==> config.mk <==
export PLATFORM = sky130hd
export DESIGN_NAME = ibex_mem_arb
export DESIGN_NICKNAME = d
export VERILOG_FILES = /design/src/rtl/ibex_mem_arb.sv
export SDC_FILE = /design/constraint.sdc
export NUM_CORES = 1
export LEC_CHECK = 0
export BUFFER_PORTS_ARGS = -buffer_cell sky130_fd_sc_hd__buf_2
export CORE_AREA = 2 2 109 111
export DETAILED_ROUTE_END_ITERATION = 12
export DIE_AREA = 0 0 111 113
export PLACE_DENSITY = 0.63
export SYNTH_ARGS = -nofsm -noshare
export SYNTH_HDL_FRONTEND = slang
export SYNTH_SLANG_ARGS = --single-unit
==> constraint.sdc <==
create_clock -name clk_i -period 2.19 [get_ports clk_i]
set_input_delay 0.3285 -clock clk_i [delete_from_list [all_inputs] [get_ports clk_i]]
set_output_delay 0.3285 -clock clk_i [all_outputs]
set_load 0.05 [all_outputs]
==> src/rtl/ibex_mem_arb.sv <==
// ibex_mem_arb
// Arbitrates the Ibex instruction-fetch and load/store request ports onto a
// single tlul_adapter_host request port and steers the in-order responses
// back to whichever requester issued each transaction.
//
// Configuration macro:
//   IBEX_MEM_ARB_RR_EN  defined   -> contention resolved round-robin
//                       undefined -> data port has fixed priority over fetch
//
// Parameters:
//   MaxOutstanding  accepted-but-unanswered host transactions (1..4)
//
// Ports:
//   clk_i, rst_i                     clock, synchronous active-high reset
//   instr_req_i/gnt_o/addr_i/rvalid_o fetch requester
//   data_req_i/gnt_o/addr_i/we_i/be_i/wdata_i/wdata_intg_i/rvalid_o
//                                    load/store requester
//   rsp_rdata_o/rdata_intg_o/err_o   response fields broadcast to both
//   host_req_o/gnt_i/addr_o/we_o/be_o/wdata_o/wdata_intg_o/instr_type_o
//                                    request towards the adapter
//   host_rvalid_i/rdata_i/rdata_intg_i/err_i
//                                    response from the adapter
//   spurious_rsp_o                   sticky: response seen with nothing pending
`timescale 1ns/1ps

module ibex_mem_arb #(
  parameter int unsigned MaxOutstanding = 2
) (
  input  logic        clk_i,
  input  logic        rst_i,

  input  logic        instr_req_i,
  output logic        instr_gnt_o,
  input  logic [31:0] instr_addr_i,
  output logic        instr_rvalid_o,

  input  logic        data_req_i,
  output logic        data_gnt_o,
  input  logic [31:0] data_addr_i,
  input  logic        data_we_i,
  input  logic [3:0]  data_be_i,
  input  logic [31:0] data_wdata_i,
  input  logic [6:0]  data_wdata_intg_i,
  output logic        data_rvalid_o,

  output logic [31:0] rsp_rdata_o,
  output logic [6:0]  rsp_rdata_intg_o,
  output logic        rsp_err_o,

  output logic        host_req_o,
  input  logic        host_gnt_i,
  output logic [31:0] host_addr_o,
  output logic        host_we_o,
  output logic [3:0]  host_be_o,
  output logic [31:0] host_wdata_o,
  output logic [6:0]  host_wdata_intg_o,
  output logic [3:0]  host_instr_type_o,
  input  logic        host_rvalid_i,
  input  logic [31:0] host_rdata_i,
  input  logic [6:0]  host_rdata_intg_i,
  input  logic        host_err_i,

  output logic        spurious_rsp_o
);

  localparam logic [0:0] StArb  = 1'b0;
  localparam logic [0:0] StHold = 1'b1;

  localparam logic SrcInstr = 1'b0;
  localparam logic SrcData  = 1'b1;

  localparam logic [3:0] MuBi4Fetch = 4'h6;
  localparam logic [3:0] MuBi4Data  = 4'h9;

  localparam logic [2:0] MaxCnt  = 3'(MaxOutstanding);
  localparam logic [1:0] LastPtr = 2'(MaxOutstanding - 1);

  // Check bits of the inverted 39/32 SECDED code (prim_secded_inv_39_32_enc).
  function automatic logic [6:0] secded_inv_39_32_check(input logic [31:0] d);
    logic [6:0] c;
    c[0] = ^(d & 32'h2606BD25);
    c[1] = ^(d & 32'hDEBA8050);
    c[2] = ^(d & 32'h413D89AA);
    c[3] = ^(d & 32'h31234ED1);
    c[4] = ^(d & 32'hC2C1323B);
    c[5] = ^(d & 32'h2DCC624C);
    c[6] = ^(d & 32'h98505586);
    return c ^ 7'h2A;
  endfunction

  localparam logic [6:0] FetchIntg = secded_inv_39_32_check(32'h0000_0000);

  // FIFO pointers wrap at the configured depth, not at the 2-bit range.
  function automatic logic [1:0] ptr_inc(input logic [1:0] p);
    logic [1:0] n;
    if (p == LastPtr) begin
      n = 2'd0;
    end else begin
      n = p + 2'd1;
    end
    return n;
  endfunction

  logic [0:0] state_r;
  logic       held_src_r;
  logic       last_r;
  logic [2:0] count_r;
  logic [1:0] wr_ptr_r;
  logic [1:0] rd_ptr_r;
  logic [3:0] src_fifo_r;
  logic       spurious_r;

  logic       arb_src_s;
  logic       win_src_s;
  logic       win_req_s;
  logic       hs_s;
  logic       pop_s;
  logic       head_src_s;

  // Combinational arbitration among the currently asserted requests.
  always_comb begin
    arb_src_s = SrcInstr;
`ifdef IBEX_MEM_ARB_RR_EN
    if (instr_req_i && data_req_i) begin
      arb_src_s = ~last_r;
    end else if (data_req_i) begin
      arb_src_s = SrcData;
    end else begin
      arb_src_s = SrcInstr;
    end
`else
    if (data_req_i) begin
      arb_src_s = SrcData;
    end else begin
      arb_src_s = SrcInstr;
    end
`endif
  end

  // While an offer is stalled the winner stays frozen so the adapter sees
  // stable request fields until it grants.
  assign win_src_s = (state_r == StHold) ? held_src_r : arb_src_s;
  assign win_req_s = (win_src_s == SrcData) ? data_req_i : instr_req_i;

  // A full tracking FIFO blocks issue even if a response retires this cycle.
  assign host_req_o  = win_req_s && (count_r < MaxCnt) && !rst_i;
  assign hs_s        = host_req_o && host_gnt_i;
  assign instr_gnt_o = hs_s && (win_src_s == SrcInstr);
  assign data_gnt_o  = hs_s && (win_src_s == SrcData);

  assign head_src_s     = src_fifo_r[rd_ptr_r];
  assign pop_s          = host_rvalid_i && (count_r != 3'd0) && !rst_i;
  assign instr_rvalid_o = pop_s && (head_src_s == SrcInstr);
  assign data_rvalid_o  = pop_s && (head_src_s == SrcData);

  assign rsp_rdata_o      = host_rdata_i;
  assign rsp_rdata_intg_o = host_rdata_intg_i;
  assign rsp_err_o        = host_err_i;
  assign spurious_rsp_o   = spurious_r;

  // Request field mux; fetches carry fixed write-side fields.
  always_comb begin
    host_addr_o       = 32'h0000_0000;
    host_we_o         = 1'b0;
    host_be_o         = 4'h0;
    host_wdata_o      = 32'h0000_0000;
    host_wdata_intg_o = 7'h00;
    host_instr_type_o = MuBi4Fetch;
    case (win_src_s)
      SrcData: begin
        host_addr_o       = data_addr_i;
        host_we_o         = data_we_i;
        host_be_o         = data_be_i;
        host_wdata_o      = data_wdata_i;
        host_wdata_intg_o = data_wdata_intg_i;
        host_instr_type_o = MuBi4Data;
      end
      default: begin
        host_addr_o       = instr_addr_i;
        host_we_o         = 1'b0;
        host_be_o         = 4'hf;
        host_wdata_o      = 32'h0000_0000;
        host_wdata_intg_o = FetchIntg;
        host_instr_type_o = MuBi4Fetch;
      end
    endcase
  end

  // ARB/HOLD state and frozen winner.
  always_ff @(posedge clk_i) begin
    if (rst_i) begin
      state_r    <= StArb;
      held_src_r <= SrcData;
    end else begin
      case (state_r)
        StArb: begin
          if (host_req_o && !host_gnt_i) begin
            state_r    <= StHold;
            held_src_r <= win_src_s;
          end
        end
        StHold: begin
          if (host_gnt_i) begin
            state_r <= StArb;
          end
        end
        default: begin
          state_r <= StArb;
        end
      endcase
    end
  end

  // Last-granted pointer moves only when a request is actually accepted.
  always_ff @(posedge clk_i) begin
    if (rst_i) begin
      last_r <= SrcData;
    end else if (hs_s) begin
      last_r <= win_src_s;
    end
  end

  // In-order source FIFO and outstanding count; push and pop may coincide.
  always_ff @(posedge clk_i) begin
    if (rst_i) begin
      count_r    <= 3'd0;
      wr_ptr_r   <= 2'd0;
      rd_ptr_r   <= 2'd0;
      src_fifo_r <= 4'h0;
    end else begin
      if (hs_s) begin
        src_fifo_r[wr_ptr_r] <= win_src_s;
        wr_ptr_r             <= ptr_inc(wr_ptr_r);
      end
      if (pop_s) begin
        rd_ptr_r <= ptr_inc(rd_ptr_r);
      end
      if (hs_s && !pop_s) begin
        count_r <= count_r + 3'd1;
      end else if (!hs_s && pop_s) begin
        count_r <= count_r - 3'd1;
      end
    end
  end

  // Sticky flag for a response arriving with nothing outstanding.
  always_ff @(posedge clk_i) begin
    if (rst_i) begin
      spurious_r <= 1'b0;
    end else if (host_rvalid_i && (count_r == 3'd0)) begin
      spurious_r <= 1'b1;
    end
  end

endmodule

==> results.txt, run 1 <==
Outcome - finished clean
Minimum clock period - 2.122 ns
H-tree depth - 1
Pleak - 1.409 nW
GRT Total Usage - 11.91%
Remaining antenna violation count - 0
Placed inst area - 0.002599 sq mm
Simple-gate share of the synthesized area - 26.40%
Syn Nets - 361
Rows - 39
Non-Filler Instances - 507
DRC - 0
Syn avg cell area - 8.368 sq um
Hold/Removal Path Class - primary input to register
Mapped cell area - 0.001715 sq mm
Worst EP required - 2.37 ns
Maximum clock insertion buffer count - 2
Chip width - 111 um
Initial core utilization - 15.22%
R2R Path Start - count_r[0]
Via Count - 2048
P per Cell Area - 830.8 mW/mm^2
Clk sinks - 14
Total CTS buffers - 3
XOR/XNOR Fraction of Synth Area - 1.532%
Fill count - 1231
Most frequent cells in the layout - buf_2, nor2b_1, mux2_2
Placed cell count - 500
Largest net degree at the start of global routing - 61
Iteration-0 DRC Markers - 83
Design Area, Final - 0.002753 sq mm
DR pass1 iterations - 6
Worst slew pin tran - 0.3781 ns
VDD IR max - 636.3 uV
Clock-pin transition on the worst setup and hold timing paths - 0.05 ns
Fraction of layout cells with a size suffix above 1 - 73.63%
Cell count after synthesis - 205
Total global routing overflow - 0
Final number of max-transition violations - 0
I/O pin cnt - 280
Die area - 0.01254 sq mm
Clock skew - 0.0007814 ns
Synth warn - 0
Hold depth - 2
Clk root buf - clkbuf_16
Post-synthesis compound-gate area fraction - 6.565%
Sequential area share after synthesis - 16.34%
Global-route wire length before repair - 11850 um
Hold Startpoint - host_gnt_i
Crit Path Class - register to register
Achievable Freq - 471.2 MHz
CP startpoint kind - register
Top cells by area, synth - mux2_2, buf_4, dfxtp_1
GP Congestion - 0.8364
Reg2reg setup slack - 0.07 ns
Cell taking the most area after synthesis - mux2_2
Vias in the first global route - 2012
R2R Path End - count_r[2]
Buffers on Ports - 199
Storage cell area - 284.0 sq um
Ant diodes - 0
WL per Instance - 16.79 um
Yosys reg bits - 14
Final number of setup-violating endpoints - 0
Vert. Die Dim - 113 um
Synth Area in Adders - 1.896%
Hold Fails Final Rpt - 0
Detail Placement HPWL - 7467 um
R2R cell count - 9
Commonest non-fill, non-tap cell in the layout - buf_2
Max-cap violation count - 0
Top cell type's share of synthesized area - 21.01%
Largest family of logic cells by synthesized area - simple AND/OR/NAND/NOR gates
CTS Hold Bufs - 0
Final worst path period share - 96.90%
Synth cell types - 34
CP Max Fanout - 3
Core footprint - 0.01127 sq mm
Worst hold endpoint - state_r
Drt total wl - 8510 um
Critical Path AT - 2.30 ns
Layout net count - 521
Latest clock arrival within the worst-skew pair - 0.24 ns
Multi-input logic area - 0.001082 sq mm
Multiplexer area fraction after synthesis - 24.07%
Worst setup EP type - register
Initial antenna violation count - 1
TritonCTS clock tree - yes
Layout area overhead - 60.47%
Slew headroom - 74.44%
Routed vias/inst - 4.039
registers in the layout, indices dropped and copies added (netlist names):
signal          cells
count_r             3
held_src_r          1
rd_ptr_r            2
state_r             1
src_fifo_r          4
spurious_rsp_o      1
wr_ptr_r            2
worst max path at each step:
| stage | startpoint | slack [ns] | end | depth (start not counted) |
|---|---|---|---|---|
| floorplan | rst_i | 0.01 | count_r[2] | 9 |
| global placement | count_r[0] | 0.10 | count_r[2] | 9 |
| detailed placement | count_r[1] | -0.005 | count_r[2] | 9 |
| CTS | count_r[0] | 0.05 | count_r[2] | 9 |
| global route | count_r[2] | -0.01 | count_r[2] | 9 |
| finish | count_r[0] | 0.07 | count_r[2] | 9 |
where the power goes:
part	leakage [nW]	internal, mW	switching (mW)	total [mW]
registers	0.115	0.312	0.0674	0.379
logic	1.25	0.519	1.01	1.53
clock network	0.0442	0.276	0.103	0.380
metrics by stage:
stage | util, % | TNS (ns) | hold slack (ns) | power [mW] | setup slack [ns]
finish | 24.42 | 0 | 0.3110 | 2.287 | 0.06788
global route | 24.42 | -0.01150 | 0.3111 | 2.392 | -0.01150
CTS | 23.99 | 0 | 0.3004 | 2.235 | 0.04745
detailed placement | 23.05 | -0.004772 | 0.4578 | 1.807 | -0.004772
global placement | 23.05 | 0 | 0.4571 | 1.782 | 0.1045
floorplan | - | 0 | 0.4053 | 1.620 | 0.01185
cell usage after synthesis:
| library cell | instances |
|---|---|
| o21ai_0 | 2 |
| inv_2 | 1 |
| nor3_1 | 5 |
| nand4b_1 | 1 |
| mux2_2 | 32 |
| a21o_1 | 1 |
| nor4b_1 | 1 |
| and4b_1 | 1 |
| xnor2_1 | 1 |
| nor2_1 | 11 |
| or2_2 | 8 |
| nand3b_1 | 1 |
| dfxtp_1 | 14 |
| fa_1 | 1 |
| mux4_2 | 1 |
| buf_4 | 44 |
| nor3b_1 | 1 |
| a21oi_1 | 5 |
| buf_2 | 3 |
| mux2i_1 | 3 |
| ha_1 | 1 |
| nand2b_1 | 3 |
| and3_1 | 2 |
| a311oi_1 | 3 |
| or3_1 | 2 |
| a211oi_1 | 1 |
| nor2b_1 | 40 |
| clkbuf_1 | 5 |
| a21oi_2 | 1 |
| a41oi_1 | 1 |
| xor2_1 | 2 |
| inv_1 | 2 |
| buf_6 | 2 |
| a31oi_1 | 3 |
layout make-up:
| cell class | instances | share of cell area [%] |
|---|---|---|
| Tap cell | 143 | 6.500 |
| Sequential cell | 14 | 10.32 |
| Multi-Input combinational cell | 134 | 39.32 |
| Inverter | 3 | 0.4091 |
| Timing Repair Buffer | 209 | 40.23 |
| Clock buffer | 4 | 3.227 |
timing repair:
action                     4_1_cts  5_1_grt
pin swaps                        0        1
resized for setup                4        4
setup buffers                    0        2
setup endpoints to repair       26        6
cloned                           0        1
per-layer routing:
metal | share of wire [%] | track usage [%] | vias to the layer above
li1 | - | - | 962
met1 | 39 | 14.29 | 956
met2 | 52 | 21.60 | 116
met3 | 7.7 | 3.321 | 12
met4 | 1.1 | 2.000 | 2
met5 | 0.15 | 0 | -
critical path: stages, from the launching register on:
cell and delay, ns:
dfxtp_2 0.34, nor3_2 0.22, nand2b_4 0.18, or2_2 0.14, ha_2 0.20, inv_1 0.06
fa_2 0.34, xor2_1 0.17, or3_1 0.31, a21oi_1 0.11
cell families (layout without fill, tap and decap cells):
logic type	count (synthesis)	count (layout)
adders and majority gates	2	2
buffers and inverters	57	216
xor gates and xnor gates	3	3
DFF	14	14
muxes	36	36
and+or+nand+nor	76	76
AOI/OAI and AO/OA	17	17
(Power assumes the default switching activity.)
==> run 2, diff against run 1 <==
- CELL_PAD_IN_SITES_DETAIL_PLACEMENT: not set -> 1
- CELL_PAD_IN_SITES_GLOBAL_PLACEMENT: not set -> 1
- CORE_AREA: 2 2 109 111 -> not set
- CORE_ASPECT_RATIO: not set -> 1.5
- CORE_MARGIN: not set -> 2
- CORE_UTILIZATION: not set -> 15
- DIE_AREA: 0 0 111 113 -> not set
- PLACE_DENSITY: 0.63 -> 0.9
- RECOVER_POWER: not set -> 100
==> run 2 against run 1 <==
  * Flip-flop and latch count unchanged
  * Maximum frequency down 1.9%
  * Utilization up 0.97 points
  * Clock skew up 0.0034 ns
  * Critical path type unchanged
  * Highest routed layer is now met4
==> results.txt, run 2 (synthesis gave the netlist of run 1 again) <==
Final number of max-transition violations - 0 (unchanged)
Hold depth - 2 (unchanged)
Fraction of layout cells with a size suffix above 1 - 74.39% (+0.76 points)
Routed vias/inst - 4.184 (+3.6%)
Iteration-0 DRC Markers - 23 (-72%)
Hold Startpoint - host_gnt_i
Worst setup EP type - register
CP Max Fanout - 3 (unchanged)
Crit Path Class - register to register
CTS Hold Bufs - 0 (unchanged)
DR pass1 iterations - 4 (-2)
Final number of setup-violating endpoints - 0 (unchanged)
Crit path buf inv count - 1 (unchanged)
Core footprint - 0.01111 sq mm (-1.4%)
Most frequent cells in the layout - buf_2, nor2b_1, mux2_2
R2R cell count - 9 (unchanged)
Detail Placement HPWL - 9337 um (+25%)
Worst path depth - 9 (unchanged)
Top delay family on crit path - simple AND/OR/NAND/NOR gates
Worst EP required - 2.36 ns (about the same)
GP Congestion - 0.7750 (-7.3%)
Hold Fails Final Rpt - 0 (unchanged)
Initial antenna violation count - 1 (unchanged)
Chip width - 91.32 um (-18%)
R2R Path Start - count_r[0]
Storage cell area - 289.0 sq um (+1.8%)
Max reg flops - 4 (unchanged)
Clk sinks - 14 (unchanged)
Pleak - 1.436 nW (+1.9%)
Met1 Resource Use GR - 18.52% (+4.2 points)
Setup TNS - 0 ns (unchanged)
Multi-input logic area - 0.001089 sq mm (+0.58%)
Global route hottest layer - met2
Outcome - finished clean
Via Count - 2155 (+5.2%)
RSZ-0062 raised after global routing - yes
Fill count - 1364 (+11%)
Max-cap violation count - 0 (unchanged)
Latest clock arrival within the worst-skew pair - 0.25 ns (about the same)
Largest net degree at the start of global routing - 29 (-52%)
Total global routing overflow - 0 (unchanged)
Origin of the worst setup path - count_r[0]
Initial core utilization - 15.43% (+0.22 points)
Crit-path max cell delay - 0.35 ns (about the same)
Drt total wl - 10600 um (+25%)
Commonest non-fill, non-tap cell in the layout - buf_2
Total CTS buffers - 3 (unchanged)
Die area - 0.01233 sq mm (-1.7%)
VDD IR max - 276.6 uV (-57%)
CP cell instances - nor3_4 -> nand2b_4 -> or2_2 -> ha_2 -> inv_1 -> fa_2 -> xor2_1 -> or3_1 -> a21oi_1
Slowest-stage cell, CP - dfxtp_2
Met2 global-route usage - 24.77% (+3.2 points)
Remaining antenna violation count - 0 (unchanged)
Worst slew pin tran - 0.3806 ns (+0.002565 ns)
Slew headroom - 74.27% (-0.17 points)
TritonCTS clock tree - yes
Global-route wire length before repair - 14350 um (+21%)
Placed cell count - 505 (+1.0%)
DRC - 0 (unchanged)
Achievable Freq - 462.4 MHz (-1.9%)
GRT Total Usage - 16.13% (+4.2 points)
Minimum clock period - 2.163 ns (+0.04071 ns)
P per Cell Area - 852.8 mW/mm^2 (+2.6%)
Final worst path period share - 98.76% (+1.9 points)
Clock-pin transition on the worst setup and hold timing paths - 0.05 ns (about the same)
Top flop regs - src_fifo_r (4), count_r (3)
CP startpoint kind - register
Rows - 47 (+21%)
Vias in the first global route - 2313 (+15%)
Non-Filler Instances - 515 (+1.6%)
Vert. Die Dim - 135.0 um (+19%)
WL per Instance - 20.58 um (+23%)
Critical Path AT - 2.33 ns (+0.03 ns)
Clk root buf - clkbuf_16
Maximum clock insertion buffer count - 2 (unchanged)
Min Hold Slack - 0.2956 ns (-0.01539 ns)
I/O pin cnt - 280 (unchanged)
Largest register by flop count - src_fifo_r
Buffers on Ports - 199 (unchanged)
H-tree depth - 1 (unchanged)
Layout net count - 524 (+0.58%)
Layout area overhead - 64.48%
Hold/Removal Path Class - primary input to register
M3 GR Usage - 10.27% (+6.9 points)
Clock skew - 0.004187 ns (+0.003406 ns)
Post-layout util - 25.39% (+0.97 points)
-- run 2: cell count changes in the layout (fill, tap and decap cells not counted), sizes merged --
| cell | change |
|---|---|
| diode | +1 |
| buf | +3 |
-- run 2: final timing paths --
path	endpoint	slack (ns)
worst min-delay path	state_r	0.30
worst min register to register	rd_ptr_r[1]	0.52
worst max register to register	count_r[2]	0.03
worst max-delay path	count_r[2]	0.03
-- run 2: routing by layer --
metal / wire (um) / vias up
met5: 0 / -
met4: 194 / 0
met3: 1654 / 17
met2: 4548 / 185
met1: 4200 / 978
li1: - / 975
-- run 2: area by class of cell --
cell class	count	area share, %
clock buffer	4	3.149
tap	147	6.519
timing repair buffer	212	41.02
multi-input combinational	134	38.58
antenna	1	0.08869
sequential	14	10.24
inverter	3	0.3991
-- run 2: stage by stage --
stage | area [sq um] | worst slack, ns | power, mW
2_1_floorplan | 1743 | 0.01185 | 1.620
3_3_place_gp | 2611 | 0.09100 | 1.816
3_5_place_dp | 2611 | -0.01086 | 1.852
4_1_cts | 2751 | -0.04744 | 2.298
5_1_grt | 2819 | -0.03467 | 2.524
6_report | 2821 | 0.02717 | 2.406
-- run 2: where the power goes --
part	internal (mW)	leakage [nW]	total, mW	switching (mW)
clock	0.277	0.0442	0.388	0.111
combinational	0.568	1.28	1.62	1.05
sequential	0.315	0.116	0.395	0.0808
total	1.16	1.44	2.41	1.25
-- run 2: timing repair --
action | in CTS | in global routing
setup endpoints to repair | 38 | 20
cloned | 1 | 0
buffers inserted | 0 | 4
pin swaps | 0 | 2
gates resized for setup | 5 | 11
==> run 3, diff against run 2 <==
- PLACE_DENSITY: 0.9 -> 0.82
==> run 3 against run 2 <==
  * The flow now finishes with violations (negative setup slack)
  * Combinational power is essentially flat
  * Flip-flop and latch count unchanged
  * Setup slack worse by 0.045 ns
  * Via count is 1.8% lower
  * Die area did not move
  * Clock power hardly changed
  * Maximum frequency decreased by 2.0%
  * Critical path depth did not move
  * Sequential power barely moved
  * Register-to-register slack worse by 0.05 ns
  * Non-clock buffer count increased by 3
  * Largest power group unchanged
  * Sequential share of layout area shrank 0.24 points
==> results.txt, run 3 (synthesis gave the netlist of run 1 again) <==
Outcome - complete, but fails checks
Failing checks - negative setup slack
Global-route wire length before repair - 13530 um (-5.7%)
Clock-pin transition on the worst setup and hold timing paths - 0.05 ns (about the same)
Chip width - 91.32 um (unchanged)
Final number of setup-violating endpoints - 1 (+1)
Vias in the first global route - 2210 (-4.5%)
Final number of max-transition violations - 0 (unchanged)
Design Power - 2.391 mW (-0.64%)
Drt total wl - 10270 um (-3.1%)
GP Congestion - 0.8076 (+4.2%)
Final worst path period share - 100.8% (+2.1 points)
Fill count - 1365 (+0.073%)
Crit Path Class - register to register
Detail Placement HPWL - 8676 um (-7.1%)
Minimum clock period - 2.208 ns (+0.04501 ns)
Vert. Die Dim - 135.0 um (unchanged)
Worst hold endpoint - state_r
Iteration-0 DRC Markers - 26 (+13%)
Die area - 0.01233 sq mm (unchanged)
Hold/Removal Path Class - primary input to register
Storage cell area - 286.5 sq um (-0.87%)
Layout net count - 527 (+0.57%)
Placed cell count - 504 (-0.20%)
Achievable Freq - 452.9 MHz (-2.0%)
Clk root buf - clkbuf_16
DR pass1 iterations - 5 (+1)
Largest register by flop count - src_fifo_r
Hold Fails Final Rpt - 0 (unchanged)
R2R cell count - 9 (unchanged)
R2R Path Start - count_r[1]
Layout area overhead - 67.03%
TritonCTS clock tree - yes
RSZ-0062 raised after global routing - yes
Slew headroom - 77.19% (+2.9 points)
Max-cap violation count - 0 (unchanged)
Total global routing overflow - 0 (unchanged)
Most frequent cells in the layout - buf_2, nor2b_1, mux2_2
Clock skew - 0.002572 ns (-0.001616 ns)
P per Cell Area - 834.4 mW/mm^2 (-2.2%)
Non-Filler Instances - 519 (+0.78%)
Via Count - 2117 (-1.8%)
Commonest non-fill, non-tap cell in the layout - buf_2
Top flop regs - src_fifo_r (4), count_r (3)
Hold Startpoint - host_gnt_i
Rows - 47 (unchanged)
Latest clock arrival within the worst-skew pair - 0.25 ns (about the same)
H-tree depth - 1 (unchanged)
Reg2reg setup slack - -0.02 ns (-0.05 ns)
DRC - 0 (unchanged)
Pleak - 1.461 nW (+1.8%)
Initial antenna violation count - 6 (+5)
Initial core utilization - 15.43% (unchanged)
WL per Instance - 19.79 um (-3.9%)
CP Max Fanout - 5 (+2)
Buffers on Ports - 199 (unchanged)
R2R Path End - count_r[2]
Multi-input logic area - 0.001091 sq mm (+0.23%)
I/O pin cnt - 280 (unchanged)
Remaining antenna violation count - 0 (unchanged)
Core footprint - 0.01111 sq mm (unchanged)
Critical Path AT - 2.38 ns (+0.05 ns)
Hold depth - 2 (unchanged)
Routed vias/inst - 4.079 (-2.5%)
CP startpoint kind - register
Max reg flops - 4 (unchanged)
Fraction of layout cells with a size suffix above 1 - 74.32% (about the same)
Worst setup EP type - register
Total CTS buffers - 3 (unchanged)
GRT Total Usage - 14.86% (-1.3 points)
Worst slew pin tran - 0.3375 ns (-0.04318 ns)
Clk sinks - 14 (unchanged)
VDD IR max - 284.8 uV (+3.0%)
Maximum clock insertion buffer count - 2 (unchanged)
Largest net degree at the start of global routing - 34 (+17%)
Final worst setup slack - -0.01784 ns (-0.04501 ns)
Worst EP required - 2.37 ns (about the same)
## run 3: worst max path at each step
| stage | startpoint | endpoint | slack (ns) | depth (start not counted) |
|---|---|---|---|---|
| after global routing | count_r[1] | count_r[2] | -0.08 | 9 |
| after CTS | count_r[2] | count_r[2] | -0.02 | 9 |
| after floorplan | rst_i | count_r[2] | 0.01 | 9 |
| after detailed placement | count_r[0] | count_r[2] | -0.04 | 9 |
| after global placement | count_r[1] | count_r[2] | 0.12 | 9 |
| final | count_r[1] | count_r[2] | -0.02 | 9 |
## run 3: what timing repair did
action	CTS	global route
gates resized for setup	4	6
gates cloned	1	1
hold buffers	0	0
endpoints found under the hold margin	0	0
pin swaps	3	6
buffers inserted	1	6
endpoints found under the setup margin	20	2
## run 3: final cells by class
cell class,instances,share of cell area [%]
inverter,3,0.3930
timing repair buffer,215,41.83
antenna,2,0.1747
clock buffer,4,3.100
tap,147,6.419
multi-input combinational,134,38.08
sequential,14,10.00
## run 3: metrics by stage
stage / setup TNS (ns) / hold slack, ns / util [%] / instance area, sq um / setup WS [ns]
after detailed placement: -0.03788 / 0.4648 / 23.54 / 2616 / -0.03788
after CTS: -0.01715 / 0.2901 / 24.85 / 2761 / -0.01715
after floorplan: 0 / 0.4053 / - / 1743 / 0.01185
after global routing: -0.08571 / 0.3112 / 25.73 / 2860 / -0.08179
final: -0.01784 / 0.3084 / 25.78 / 2865 / -0.01784
after global placement: 0 / 0.4715 / 23.54 / 2616 / 0.1194
## run 3: metal layers
layer  global-route usage [%]  vias to the layer above  wire [um]  share of wire [%]
li1                         -                      981          -                  -
met1                    15.27                      956       3746                 36
met2                    24.32                      145       4824                 47
met3                    10.27                       29       1484                 14
met4                    4.461                        6        175                1.7
met5                        0                        -         37               0.36
## run 3: critical path, stage by stage, from the launching register on
cell	delay [ns]
dfxtp_4	0.37
nor2_4	0.12
nand4b_1	0.19
nor2_2	0.19
ha_2	0.19
inv_1	0.05
fa_2	0.35
xor2_1	0.17
or3_1	0.36
a21oi_2	0.14
## run 3: report_power, final
part           total, mW  leakage [nW]  internal [mW]  switching [mW]
logic               1.60          1.30          0.573            1.03
clock network      0.391        0.0442          0.277           0.114
registers          0.395         0.116          0.315          0.0798
